==> src/rtl/ram8_stack_ctrl_pkg.sv <==
// Shared encodings for the RAM8 LIFO controller: request opcodes and FSM states.
package ram8_stack_ctrl_pkg;

  typedef enum logic [1:0] {
    OpPush  = 2'b00,
    OpPop   = 2'b01,
    OpPeek  = 2'b10,
    OpClear = 2'b11
  } op_e;

  typedef enum logic [1:0] {
    StIdle  = 2'b00,
    StExec  = 2'b01,
    StScrub = 2'b10,
    StResp  = 2'b11
  } state_e;

endpackage

==> src/rtl/ram8_stack_ctrl.sv <==
// LIFO controller in front of the 8x8 scratch RAM: one op in flight, IDLE -> EXEC/SCRUB -> RESP,
// owns the stack pointer and drives the single RAM port combinationally from the FSM state.
module ram8_stack_ctrl
  import ram8_stack_ctrl_pkg::*;
#(
  parameter int unsigned DW    = 8,
  parameter int unsigned AW    = 3,
  parameter bit          SCRUB = 1'b1
) (
  input  logic          CLK,
  input  logic          RST_N,
  input  logic          req_valid,
  output logic          req_ready,
  input  logic [1:0]    req_op,
  input  logic [DW-1:0] req_data,
  output logic          rsp_valid,
  input  logic          rsp_ready,
  output logic [DW-1:0] rsp_data,
  output logic          rsp_err,
  output logic [AW:0]   level,
  output logic          ram_en,
  output logic          ram_we,
  output logic [AW-1:0] ram_addr,
  output logic [DW-1:0] ram_di,
  input  logic [DW-1:0] ram_do
);

  localparam logic [AW:0] SpFull = (AW+1)'(2**AW);
  localparam logic [AW:0] SpOne  = (AW+1)'(1);

  state_e        state_q, state_d;
  op_e           op_q, op_d;
  logic [AW:0]   sp_q, sp_d;
  logic [DW-1:0] data_q, data_d;
  logic [AW-1:0] idx_q, idx_d;
  logic [DW-1:0] rsp_data_q, rsp_data_d;
  logic          rsp_err_q, rsp_err_d;
  logic          full, empty;

  assign full  = (sp_q == SpFull);
  assign empty = (sp_q == '0);

  always_comb begin
    state_d    = state_q;
    op_d       = op_q;
    sp_d       = sp_q;
    data_d     = data_q;
    idx_d      = idx_q;
    rsp_data_d = rsp_data_q;
    rsp_err_d  = rsp_err_q;
    ram_en     = 1'b0;
    ram_we     = 1'b0;
    ram_addr   = '0;
    ram_di     = '0;

    case (state_q)
      StIdle: begin
        if (req_valid) begin
          op_d       = op_e'(req_op);
          data_d     = req_data;
          rsp_data_d = '0;
          rsp_err_d  = 1'b0;
          idx_d      = '0;
          state_d    = (op_e'(req_op) == OpClear && SCRUB) ? StScrub : StExec;
        end
      end
      StExec: begin
        state_d = StResp;
        case (op_q)
          OpPush: begin
            if (full) begin
              rsp_err_d = 1'b1;
            end else begin
              ram_en   = 1'b1;
              ram_we   = 1'b1;
              ram_addr = sp_q[AW-1:0];
              ram_di   = data_q;
              sp_d     = sp_q + SpOne;
            end
          end
          OpPop, OpPeek: begin
            if (empty) begin
              rsp_err_d = 1'b1;
            end else begin
              // Do0 is combinational, so the read data is captured in this same cycle.
              ram_en     = 1'b1;
              ram_addr   = AW'(sp_q - SpOne);
              rsp_data_d = ram_do;
              if (op_q == OpPop) sp_d = sp_q - SpOne;
            end
          end
          default: sp_d = '0;
        endcase
      end
      StScrub: begin
        ram_en   = 1'b1;
        ram_we   = 1'b1;
        ram_addr = idx_q;
        idx_d    = idx_q + AW'(1);
        if (idx_q == '1) begin
          sp_d    = '0;
          state_d = StResp;
        end
      end
      StResp: begin
        if (rsp_ready) state_d = StIdle;
      end
      default: state_d = StIdle;
    endcase
  end

  always_ff @(posedge CLK) begin
    if (!RST_N) begin
      state_q    <= StIdle;
      op_q       <= OpPush;
      sp_q       <= '0;
      data_q     <= '0;
      idx_q      <= '0;
      rsp_data_q <= '0;
      rsp_err_q  <= 1'b0;
    end else begin
      state_q    <= state_d;
      op_q       <= op_d;
      sp_q       <= sp_d;
      data_q     <= data_d;
      idx_q      <= idx_d;
      rsp_data_q <= rsp_data_d;
      rsp_err_q  <= rsp_err_d;
    end
  end

  assign req_ready = (state_q == StIdle);
  assign rsp_valid = (state_q == StResp);
  assign rsp_data  = rsp_data_q;
  assign rsp_err   = rsp_err_q;
  assign level     = sp_q;

endmodule
==> config.mk <==
export PLATFORM = sky130hd
export DESIGN_NAME = ram8_stack_ctrl
export DESIGN_NICKNAME = d
export VERILOG_FILES = /design/src/rtl/ram8_stack_ctrl_pkg.sv /design/src/rtl/ram8_stack_ctrl.sv
export SDC_FILE = /design/constraint.sdc
export NUM_CORES = 1
export LEC_CHECK = 0
export ABC_CLOCK_PERIOD_IN_PS = 2050
export CELL_PAD_IN_SITES_DETAIL_PLACEMENT = 0
export CELL_PAD_IN_SITES_GLOBAL_PLACEMENT = 2
export CORE_MARGIN = 2
export CORE_UTILIZATION = 24
export CTS_CLUSTER_DIAMETER = 50
export DETAILED_ROUTE_END_ITERATION = 16
export PLACE_DENSITY = 0.86
export REMOVE_ABC_BUFFERS = 1
export SETUP_SLACK_MARGIN = 0.15
export SLEW_MARGIN = 10
export SYNTH_ARGS = -nofsm -noshare
export SYNTH_HDL_FRONTEND = slang
export SYNTH_SLANG_ARGS = --single-unit
==> constraint.sdc <==
create_clock -name CLK -period 2.05 [get_ports CLK]
set_input_delay 0.41 -clock CLK [delete_from_list [all_inputs] [get_ports CLK]]
set_output_delay 0.41 -clock CLK [all_outputs]
set_load 0.02 [all_outputs]
# Yosys cells after proc, flatten, opt, wreduce, memory -nomap -nowiden
# Index checks and enable logic that the tools add are counted.
[word_totals] ff_bits=28 latchBits=0 mem_bits_rw=0 mem_bits_ro=0 input_bits=22 output_inout_bits=28 elab_cells=77 mem_count=0
[classes] add_sub_neg=3 multipliers=0 div_mod_pow=0 order_cmp=0 n_eq_ne=19 shifts=0 mux=35 bitwise=0 reduce_logical=13
[ops] op="$mux W8" count=6
[ops] op="$pmux W3 S2" count=3
[ops] op="$mux W4" count=4
[ops] op="$pmux W4 S2" count=2
[ops] op="$pmux W8 S2" count=1
[ops] op="$ne A3 B3 Y1 const B" count=5
[ops] op="$pmux W1 S2" count=5
[ops] op="$reduce_and A5 Y1" count=2
[ops] op="$mux W3" count=3
[ops] op="$eq A2 B2 Y1 const B" count=4
[ops] op="$mux W2" count=4
[ops] op="$ne A2 B2 Y1 const B" count=4
[ops] op="$pmux W2 S4" count=1
[ops] op="$mux W1" count=6
[ops] op="$reduce_bool A2 Y1" count=3
[ops] op="$add A4 B1 Y4 const B" count=1
[ops] op="$eq A2 B1 Y1 const B" count=2
[ops] op="$eq A4 B4 Y1 const B" count=1
[ops] op="$logic_not A2 Y1" count=2
[ops] op="$logic_not A4 Y1" count=1
[ops] op="$reduce_and A2 Y1" count=2
[ops] op="$reduce_and A4 Y1" count=1
[ops] op="$sub A4 B1 Y4 const B" count=1
[ops] op="$add A3 B1 Y3 const B" count=1
[ops] op="other kinds (5)" count=5

# Logic depth before layout (Yosys ltp)
[depth] ltp_word=5 mapped_depth=7 mapped_depth_nobuf=6

# Least setup slack after synthesis
# No wires, ideal clock.
[synth_timing] path_type="reg2out" start="register sp_q[0], in the netlist level[0]" end="output port ram_we" t_arrival_ns=1.939 t_required_ns=1.640 setup_slack_ns=-0.299 path_stages_with_launch=8 n_path_buf=1 path_cell_list="dfxtp_1 > inv_1 > ha_1 > and2b_1 > a21boi_1 > clkbuf_1 > nand2_1 > a21oi_1"
[synth_via] elab_chain_cells=4
[synth_lines] item="from (decl)" line="ram8_stack_ctrl.sv:33" text="logic [AW:0] sp_q, sp_d;"
[synth_lines] item="from (signal assigned)" line="ram8_stack_ctrl.sv:124" text="sp_q <= sp_d;"
[synth_lines] item="$eq A4 B4 Y1" line="ram8_stack_ctrl.sv:40" text="assign full = (sp_q == SpFull);"
[synth_lines] item="$mux W1" line="ram8_stack_ctrl.sv:71" text="if (full) begin"
[synth_lines] item="$mux W1" line="ram8_stack_ctrl.sv:69" text="case (op_q)"
[synth_lines] item="$pmux W1 S2" line="ram8_stack_ctrl.sv:56" text="case (state_q)"
[synth_lines] item="to (decl)" line="ram8_stack_ctrl.sv:22" text="output logic ram_we,"
# No other way between the ends.

# Final worst setup path
[layout_timing] start="register sp_q[0], in the netlist level[0]" end="output port ram_addr[1]"
[layout_via] elab_chain_cells=4 word_cells_on_any_way=7 classes_between="add/sub: 1; eq/ne: 1; mux: 4; reduce/logical: 1"
[layout_lines] item="$sub A4 B1 Y4, or another cell as far along"
[layout_lines] item="$mux W3, on equally long branches" line="ram8_stack_ctrl.sv:82, ram8_stack_ctrl.sv:71"
[layout_lines] item="$pmux W3 S2 (*)" line="ram8_stack_ctrl.sv:69"
[layout_lines] item="$pmux W3 S2 (*)" line="ram8_stack_ctrl.sv:56"
[layout_lines] item="to (decl)" line="ram8_stack_ctrl.sv:23" text="output logic [AW-1:0] ram_addr,"
# Every way passes the cells marked *; elsewhere a longest branch is shown, timed or not.

==> impl_metrics.prom <==
# TYPE chip_impl_metric gauge
chip_impl_metric{name="design.portCount",unit=""} 50
chip_impl_metric{name="cap_viol_max_count",unit=""} 0
chip_impl_metric{name="pwr-share-seq",unit="%"} 21.1
chip_impl_metric{name="mappedNetlistArea",unit="mm2"} 0.001675
chip_impl_metric{name="drcViolationCount",unit=""} 0
chip_impl_metric{name="power.switching_fraction",unit="%"} 40.50
chip_impl_metric{name="nNetsFinal",unit=""} 322
chip_impl_metric{name="fin_hold_viols",unit=""} 0
chip_impl_metric{name="grt_pass1_vias",unit=""} 1704
chip_impl_metric{name="synth.lib_cells_used.distinct",unit=""} 41
chip_impl_info{name="dominant_cells_by_area_after_synthesis",value="dfxtp_1 33%, nand2_1 8.3%, ha_1 8.2%"} 1
chip_impl_metric{name="synth_area_per_cell",unit="um2"} 8.253
chip_impl_metric{name="synth_edf_count",unit=""} 0
chip_impl_info{name="status",value="finished, violations left"} 1
chip_impl_metric{name="power.density",unit="mW/mm2"} 1223
chip_impl_metric{name="ys_seq_area_share",unit="%"} 33.46
chip_impl_metric{name="number_of_warnings_issued_by_yosys",unit=""} 0
chip_impl_metric{name="fp.dieW",unit="um"} 87.55
chip_impl_metric{name="dr_total_vias",unit=""} 1762
chip_impl_metric{name="flow.area_growth_from_synthesis",unit="%"} 67.29
chip_impl_metric{name="tightest_slew",unit="ns"} 0.3653
chip_impl_metric{name="ir_drop",unit="mV"} 0.3482
chip_impl_info{name="synth_top_flop_cell",value="dfxtp_1"} 1
chip_impl_metric{name="critical_path_peak_fanout",unit=""} 4
chip_impl_metric{name="share_comb_of_total_power",unit="%"} 70.0
chip_impl_metric{name="setup_slack",unit="ns"} -0.2368
chip_impl_metric{name="fp.dieArea",unit="mm2"} 0.007665
chip_impl_metric{name="detailed_place_hpwl",unit="mm"} 3.717
chip_impl_metric{name="via_per_inst",unit=""} 4.801
chip_impl_info{name="hold_class",value="reg -> reg"} 1
chip_impl_metric{name="post-route-period-util",unit="%"} 111.6
chip_impl_metric{name="placeableCoreArea",unit="mm2"} 0.006756
chip_impl_metric{name="clock_skew",unit="ns"} 0.009448
chip_impl_metric{name="total_grt_overflow",unit=""} 0
chip_impl_info{name="final_common_cell",value="buf_4"} 1
chip_impl_metric{name="grtUsageTotal",unit="%"} 13.55
chip_impl_metric{name="antenna_violating_nets_post_route",unit=""} 0
chip_impl_metric{name="timing.final.max_slew_violations",unit=""} 0
chip_impl_metric{name="post_synth_inst_count",unit=""} 203
chip_impl_info{name="clock_tree.root_cell",value="clkbuf_8"} 1
chip_impl_metric{name="clock_latency",unit="ns"} 0.28
chip_impl_metric{name="detailedRoute.firstIterationViolations",unit=""} 75
chip_impl_metric{name="grt_first_pass_wirelength",unit="mm"} 8.300
chip_impl_metric{name="antennaDiodeCount",unit=""} 0
chip_impl_metric{name="clockPowerShare",unit="%"} 8.9
chip_impl_metric{name="routedWlPerCell",unit="um"} 14.20
chip_impl_metric{name="layout_min_cycle_time",unit="ns"} 2.287
chip_impl_metric{name="ys_ff_latch",unit=""} 28
chip_impl_metric{name="critPathArrivalTime",unit="ns"} 1.88
chip_impl_metric{name="start_util",unit="%"} 24.80
chip_impl_metric{name="final_setup_violations",unit=""} 13
chip_impl_info{name="worst_setup_path_start_kind",value="flip-flop"} 1
chip_impl_metric{name="cts-htree-levels",unit=""} 1
chip_impl_metric{name="hold_slack",unit="ns"} 0.4581
chip_impl_metric{name="first_pass_iters",unit=""} 4
chip_impl_metric{name="critical_path_required",unit="ns"} 1.64
chip_impl_metric{name="finish.instance_area",unit="mm2"} 0.002803
chip_impl_info{name="failed_checks",value="setup timing"} 1
chip_impl_info{name="rsz0062_at_grt",value="yes"} 1
chip_impl_metric{name="placement.io_buffers",unit=""} 49
chip_impl_info{name="critPathKind",value="reg -> out"} 1
chip_impl_metric{name="place_area",unit="mm2"} 0.002484
chip_impl_metric{name="post_route_cells_drive_above_1_share",unit="%"} 36.24
chip_impl_info{name="worst_setup_path_end_kind",value="output port"} 1
chip_impl_info{name="tritoncts",value="built"} 1
chip_impl_metric{name="finalSetupTns",unit="ns"} -1.677
chip_impl_metric{name="floorplan.die.height",unit="um"} 87.55
chip_impl_metric{name="tritoncts.num_buffers",unit=""} 3
chip_impl_metric{name="ctsHoldBuffers",unit=""} 0
chip_impl_metric{name="yosys.area.top_type_share",unit="%"} 33.46
chip_impl_metric{name="gp_congestion",unit=""} 0.8130
chip_impl_metric{name="synth-async-reset-ratio",unit="%"} 0
chip_impl_metric{name="max-slew-margin-rel",unit="%"} 75.65
chip_impl_metric{name="num_rows",unit=""} 30
chip_impl_metric{name="grt_start_max_net_pins",unit=""} 17
chip_impl_metric{name="clock_path_buffers",unit=""} 2
chip_impl_metric{name="finalWirelength",unit="mm"} 5.211
chip_impl_metric{name="timing.fmax",unit="MHz"} 437.3
chip_impl_metric{name="power.switching",unit="mW"} 1.388
chip_impl_metric{name="cell_internal_pwr",unit="mW"} 2.039
chip_impl_metric{name="clock_sinks",unit=""} 28
chip_impl_metric{name="leakagePower",unit="nW"} 1.163
chip_impl_info{name="post-synth-top-area-cell",value="dfxtp_1"} 1
chip_impl_metric{name="clk_transition_reported_paths",unit="ns"} 0.10
chip_impl_info{name="layout_common_cells",value="38 x buf_4, 36 x nand2_1, 32 x clkdlybuf4s50_1"} 1
chip_impl_metric{name="grt_antenna_before_repair",unit=""} 0
==> synth_stat cells, types with 2 or more instances <==
cell type,count
o221a_2,2
a32oi_1,2
a32o_1,4
nand3_1,14
dfxtp_1,28
nor3_1,3
nand3b_1,2
nand2_1,37
clkbuf_1,7
inv_1,10
nand2b_1,4
o211ai_1,2
mux2i_1,13
and3_1,8
buf_6,3
a21oi_1,15
buf_2,4
ha_1,11
o21ai_0,4
nor2_1,8
a22o_1,2
==> worst max-delay path: stages (launching register included) <==
cell and delay, ns:
dfxtp_2 0.34, inv_2 0.07, ha_4 0.14, or3b_4 0.41, o21a_1 0.12, a22o_1 0.18, a32o_1 0.21, buf_6 0.13
==> final timing paths <==
path / startpoint / endpoint / slack (ns) / cells past startpoint
worst min register to register: data_q[0] / data_q[0] / 0.46 / 2
worst min-delay path: data_q[0] / data_q[0] / 0.46 / 2
worst max-delay path: level[0] / ram_addr[1] / -0.24 / 7
worst max register to register: op_q[0] / level[3] / 0.25 / 8
==> cell families after synthesis <==
logic type | synth area share (%)
AOI/OAI and AO/OA | 17.70
adders and majority gates | 8.215
buffers and inverters | 7.244
DFF | 33.46
muxes | 9.111
and+or+nand+nor | 24.27
==> power by group through the flow <==
stage	registers [mW]	clock network (mW)	logic (mW)
2_1_floorplan	0.820	0	0.938
3_3_place_gp	0.721	0	1.96
3_5_place_dp	0.725	0	1.97
4_1_cts	0.723	0.320	2.12
5_1_grt	0.738	0.339	2.60
6_report	0.724	0.305	2.40
==> state kept, by name, indices dropped and copies added (netlist names) <==
signal,flops
rsp_data,8
rsp_err,1
idx_q,3
state_q,2
op_q,2
level,4
data_q,8
==> stage by stage <==
stage	instances	setup slack [ns]	util, %	power, mW
floorplan	189	-0.3416	-	1.758
global placement	356	-0.3310	36.76	2.677
detailed placement	356	-0.3693	36.76	2.696
CTS	362	-0.2164	39.28	3.160
global route	367	-0.2990	41.48	3.673
finish	367	-0.2368	41.48	3.428
==> layout make-up <==
class	count	area, um2
Clock buffer	3	41.29
Fill cell	686	3954
Inverter	11	41.29
Multi-Input combinational cell	150	1150
Sequential cell	28	566.8
Tap cell	80	100.1
Timing Repair Buffer	95	903.4
==> layer usage <==
layer	share of wire, %	wire length (um)	up-vias	global-route usage [%]
met4	1.9	100	0	4.196
met1	45	2343	837	17.97
met3	3.5	181	8	2.451
met5	0	0	-	0
li1	-	-	883	-
met2	50	2585	34	22.38
==> repair_timing <==
item / in CTS / in global routing
endpoints found under the setup margin: 17 / 20
resized for setup: 104 / 28
buffers inserted: 3 / 5
pin swaps: 15 / 12
Note: power is estimated with default switching activity, not from simulation.
